File: src/rtl/alu_seq.sv
// Handshaked ALU: captures a/b/op on a valid/ready handshake and holds result, flags and error until consumed.
// Multiply runs as an iterative shift-add over WIDTH cycles; seg shows result[3:0] on a hex 7-segment digit.
module alu_seq #(
  parameter int WIDTH = 4
) (
  input  logic             clk,
  input  logic             rst_n,
  input  logic             in_valid,
  output logic             in_ready,
  input  logic [WIDTH-1:0] a,
  input  logic [WIDTH-1:0] b,
  input  logic [3:0]       op,
  output logic             out_valid,
  input  logic             out_ready,
  output logic [WIDTH-1:0] result,
  output logic [3:0]       flags,
  output logic             err,
  output logic [6:0]       seg
);

  localparam int SHW = (WIDTH > 1) ? $clog2(WIDTH) : 1;
  localparam int CW  = $clog2(WIDTH + 1);

  typedef enum logic [1:0] {IDLE, BUSY, DONE} state_t;

  state_t             state, state_nxt;
  logic               accept;
  logic               is_mul;
  logic [SHW-1:0]     sh;
  logic [WIDTH:0]     sum, diff;
  logic [WIDTH-1:0]   alu_res;
  logic               alu_carry, alu_ovf, alu_err;
  logic [2*WIDTH-1:0] acc, ma, acc_step;
  logic [WIDTH-1:0]   mb;
  logic [CW-1:0]      cnt;

  assign is_mul   = (op == 4'd11);
  assign acc_step = mb[0] ? (acc + ma) : acc;

  always_ff @(posedge clk or negedge rst_n) begin
    if (!rst_n) state <= IDLE;
    else        state <= state_nxt;
  end

  // DONE forwards out_ready to in_ready so a consumed result can be replaced in the same cycle
  always_comb begin
    state_nxt = state;
    in_ready  = 1'b0;
    out_valid = 1'b0;
    accept    = 1'b0;
    case (state)
      IDLE: begin
        in_ready = 1'b1;
        accept   = in_valid;
        if (in_valid) state_nxt = is_mul ? BUSY : DONE;
      end
      BUSY: begin
        if (cnt == CW'(1)) state_nxt = DONE;
      end
      DONE: begin
        out_valid = 1'b1;
        in_ready  = out_ready;
        accept    = in_valid & out_ready;
        if (out_ready) begin
          if (in_valid) state_nxt = is_mul ? BUSY : DONE;
          else          state_nxt = IDLE;
        end
      end
      default: state_nxt = IDLE;
    endcase
  end

  always_comb begin
    sh        = b[SHW-1:0];
    sum       = {1'b0, a} + {1'b0, b};
    diff      = {1'b0, a} - {1'b0, b};
    alu_res   = '0;
    alu_carry = 1'b0;
    alu_ovf   = 1'b0;
    alu_err   = 1'b0;
    case (op)
      4'd0: begin
        alu_res   = sum[WIDTH-1:0];
        alu_carry = sum[WIDTH];
        alu_ovf   = (a[WIDTH-1] == b[WIDTH-1]) && (sum[WIDTH-1] != a[WIDTH-1]);
      end
      4'd1: begin
        alu_res   = diff[WIDTH-1:0];
        alu_carry = diff[WIDTH];
        alu_ovf   = (a[WIDTH-1] != b[WIDTH-1]) && (diff[WIDTH-1] != a[WIDTH-1]);
      end
      4'd2:  alu_res = ~a;
      4'd3:  alu_res = a & b;
      4'd4:  alu_res = a | b;
      4'd5:  alu_res = a ^ b;
      4'd6:  alu_res = WIDTH'($signed(a) < $signed(b));
      4'd7:  alu_res = WIDTH'(a == b);
      4'd8:  alu_res = a << sh;
      4'd9:  alu_res = a >> sh;
      4'd10: alu_res = $signed(a) >>> sh;
      4'd11: alu_res = '0;
      default: alu_err = 1'b1;
    endcase
  end

  // result/flags/err change only when a new result lands; a multiply in flight leaves them untouched
  always_ff @(posedge clk or negedge rst_n) begin
    if (!rst_n) begin
      result <= '0;
      flags  <= 4'b0100;
      err    <= 1'b0;
      acc    <= '0;
      ma     <= '0;
      mb     <= '0;
      cnt    <= '0;
    end else if (accept) begin
      if (is_mul) begin
        acc <= '0;
        ma  <= {{WIDTH{1'b0}}, a};
        mb  <= b;
        cnt <= CW'(WIDTH);
      end else begin
        result <= alu_res;
        flags  <= alu_err ? 4'b0000
                          : {alu_res[WIDTH-1], alu_res == '0, alu_carry, alu_ovf};
        err    <= alu_err;
      end
    end else if (state == BUSY) begin
      acc <= acc_step;
      ma  <= ma << 1;
      mb  <= mb >> 1;
      cnt <= cnt - CW'(1);
      if (cnt == CW'(1)) begin
        result <= acc_step[WIDTH-1:0];
        flags  <= {acc_step[WIDTH-1], acc_step[WIDTH-1:0] == '0,
                   |acc_step[2*WIDTH-1:WIDTH], 1'b0};
        err    <= 1'b0;
      end
    end
  end

  always_comb begin
    case (result[3:0])
      4'h0: seg = 7'b1000000;
      4'h1: seg = 7'b1111001;
      4'h2: seg = 7'b0100100;
      4'h3: seg = 7'b0110000;
      4'h4: seg = 7'b0011001;
      4'h5: seg = 7'b0010010;
      4'h6: seg = 7'b0000010;
      4'h7: seg = 7'b1111000;
      4'h8: seg = 7'b0000000;
      4'h9: seg = 7'b0010000;
      4'hA: seg = 7'b0001000;
      4'hB: seg = 7'b0000011;
      4'hC: seg = 7'b1000110;
      4'hD: seg = 7'b0100001;
      4'hE: seg = 7'b0000110;
      default: seg = 7'b0001110;
    endcase
  end

endmodule

File: config.mk
export PLATFORM = sky130hd
export DESIGN_NAME = alu_seq
export DESIGN_NICKNAME = d
export VERILOG_FILES = /design/src/rtl/alu_seq.sv
export SDC_FILE = /design/constraint.sdc
export NUM_CORES = 1
export LEC_CHECK = 0
export ABC_AREA = 1
export ABC_CLOCK_PERIOD_IN_PS = 1900
export CORE_MARGIN = 5
export CORE_UTILIZATION = 50
export CTS_CLUSTER_DIAMETER = 30
export DETAILED_ROUTE_END_ITERATION = 6
export PLACE_DENSITY = 0.72
export SKIP_LAST_GASP = 1
export SYNTH_ARGS = -nofsm -noshare
export SYNTH_HDL_FRONTEND = slang
export SYNTH_SLANG_ARGS = --single-unit
File: constraint.sdc
create_clock -name clk -period 1.9 [get_ports clk]
set_clock_uncertainty 0.05 [all_clocks]
set_input_delay 0.38 -clock clk [delete_from_list [all_inputs] [get_ports clk]]
set_output_delay 0.38 -clock clk [all_outputs]
set_load 0.01 [all_outputs]
==> metrics <==
worst-margin pin slew=between 0.4 and 0.5 ns; syn_nets=roughly 500; cell area after layout=0.00443 mm^2; Max-Cap Viols=0; largest family of logic cells by synthesized area=simple AND/OR/NAND/NOR gates; Clk pwr share=16.0%; CTS tree=yes; global-route wire length before repair=about 14 mm; die width=87.5 um; largest net degree at the start of global routing=35; Cells after Synth=between 400 and 500; Root Buffer=clkbuf_8; Post-synth EDFFs=0; worst hold path type=primary input to async pin; worst vdd ir=0.774 mV; commonest non-fill, non-tap cell in the layout=nand2_1; grt total ovfl=0; pwr dens=between 1000 and 1500 mW/mm^2; nets@finish=~610; LEAKAGE=roughly 2.3 nW; Die Area=roughly 0.0077 mm^2; simple-gate portion of the synthesized area=32.4%; Port Buffer Count=33; Synth Flop Type=dfrtp_1; Worst Hold Slack=just over 0.4 ns; Seq/Total Area, Yosys=28.4%; Area Overhead vs Synth=47.5%; Layout Cells excl Fill=635; clock buffer count from CTS=5; Period minus WS final=approximately 1.9 ns; count of cell types in the netlist=38; CP Class=register to output pin; Synth Area in Compound Gates=between 10% and 20%; crit start category=register; via count=roughly 3400; mux cell area share after synthesis=0%; drt first-iter violations=about 220; critical path fanouts, max=4; I/O pins=34; Mapped Area=0.00300 mm^2; P_sw=approximately 0.0022 W; async set-reset flop share out of synthesis=100%; WL per Instance=about 14 um; Final HPWL DP=around 6.7 mm; Placed Area=0.00392 mm^2; RSZ-0062 raised after global routing=yes; RD Place Congestion=between 1 and 1.5; Hold Vio Cnt, Final=0; FF-to-FF Start=ma[0]$_DFFE_PN0P_; GRT Util Overall=roughly a quarter; switching share of power=about two fifths; internal power=0.00300 W; Ys Warns=0; Critical Path RT=1.47 ns; initial antenna violation count=0; commonest cells after routing, fill and taps aside=123 x nand2_1, 75 x buf_4, 46 x inv_1; slew margin rel.=between 70% and 80%; Clock Latency Late Sink=between 0.2 and 0.3 ns; cell total after placement=between 600 and 700; FF+latch count, synth=34; final setup fails=0; Initial Util=around half; crit path DAT=~1.5 ns; Final Slew Violations=0; Synth Area in XOR/XNOR=under 10%; crit share post-route=99.8%; Detailed Route WL=roughly 9.1 mm; Logic pwr share=about three fifths; DRC Markers=0; Setup TNS=0 ns; row cnt=28; outcome=completed; layout cells sized above 1=between 30% and 40%; Die H=about 88 um; antenna viol nets, final=0; pre-CTS WS=-0.576 ns; ANT cells=0; Syn Area/Cell=6.77 um^2; core area=~0.006 mm^2; Fmax=around 530 MHz; CTS sink cnt=34; routed vias/inst=about 5.3; CTS HTree Levels=2; post-synthesis adder-cell area fraction=a little over an eighth; clk slew on worst S/H paths=~0.090 ns; vias in the first global route=around 3200; Final Worst Setup Slack=around 0.0035 ns; clock buffer depth=2; TritonRoute pass-1 iters=7; crit path from=result[0]$_DFFE_PN0P_; CP Capture Type=output pin; hold_buf cts=0; register share of total power=25.3%
state kept, by name, summed over array words and instances (netlist names):
signal	count
acc	8
cnt	3
err	1
flags	4
ma	8
mb	4
result	4
state	2
through the flow:
| step | util [%] | total power (W) |
|---|---|---|
| CTS | 69.7 | 0.00458 |
| global placement | 66.5 | 0.00375 |
| detailed placement | 66.5 | 0.00381 |
| finish | 75.3 | 0.00516 |
| floorplan | - | 0.00279 |
| global route | 75.3 | 0.00556 |
synthesized netlist by cell type (2+ instances only):
cell type	n	area, um^2
a32o_1	2	20.0
a21oi_2	2	17.5
dfrtp_1	33	826
o211ai_1	2	15.0
nand2_2	6	37.5
nand3_1	28	140
clkbuf_1	2	7.51
nand2_1	130	488
nor2_1	41	154
buf_2	3	15.0
o21ai_0	23	115
ha_1	28	350
xnor2_1	3	26.3
fa_1	3	60.1
nor2_2	5	31.3
o21ai_1	6	30.0
inv_2	6	22.5
inv_1	57	214
nor3_1	2	10.0
a31oi_1	5	31.3
nand3b_1	2	15.0
o22ai_1	10	62.6
a21oi_1	22	110
nand4_1	7	43.8
buf_4	3	22.5
timing repair:
| item | CTS | global route |
|---|---|---|
| gates resized for setup | 65 | 63 |
| pin swaps | 12 | 34 |
| setup buffers | 1 | 14 |
| endpoints found under the setup margin | 17 | 16 |
critical path, cell delays in order (launching register included):
cell     delay (ns)
dfrtp_1        0.41
inv_2          0.08
buf_6          0.11
ha_1           0.15
nand2_1        0.07
a32o_2         0.25
buf_6          0.12
worst paths after layout:
kind | end | slack, ns | cells after the start
min in group clk | ma[0]$_DFFE_PN0P_ | 0.44 | 4
worst max-delay path | seg[4] | 0.004 | 6
worst max register to register | flags[2]$_DFFE_PN1P_ | 0.004 | 9
max in group asynchronous | flags[2]$_DFFE_PN1P_ | 1.14 | 2
worst min-delay path | ma[0]$_DFFE_PN0P_ | 0.40 | 2
worst min register to register | flags[0]$_DFFE_PN0P_ | 0.44 | 1
cells by family after synthesis:
family                   count (synthesis)
adder cells (fa/ha/maj)                 31
AO/OA/AOI/OAI                           76
XOR/XNOR                                 4
buffers and inverters                   73
AND/OR/NAND/NOR                        226
flip-flops                              34
power groups by stage:
stage          sequential, W  clock, W  combinational (W)
2_1_floorplan        0.00121         0            0.00158
3_3_place_gp         0.00125         0            0.00250
3_5_place_dp         0.00126         0            0.00255
4_1_cts              0.00125  0.000815            0.00251
5_1_grt              0.00135  0.000859            0.00335
6_report             0.00131  0.000823            0.00303
layer usage:
metal	vias up	global-route usage [%]	share of wire, %
met5	-	0	0
li1	1674	-	-
met3	12	3.03	4.9
met1	1566	32.6	45
met4	0	6.42	1.7
met2	98	38.2	48
area by class of cell:
cell class	instances	area [um^2]
inverter	64	244
tap	75	93.8
sequential	34	855
multi-input combinational	337	2130
fill	441	1450
clock buffer	5	68.8
clock inverter	3	68.8
timing repair buffer	117	973
Note: power is estimated with default switching activity, not from simulation.
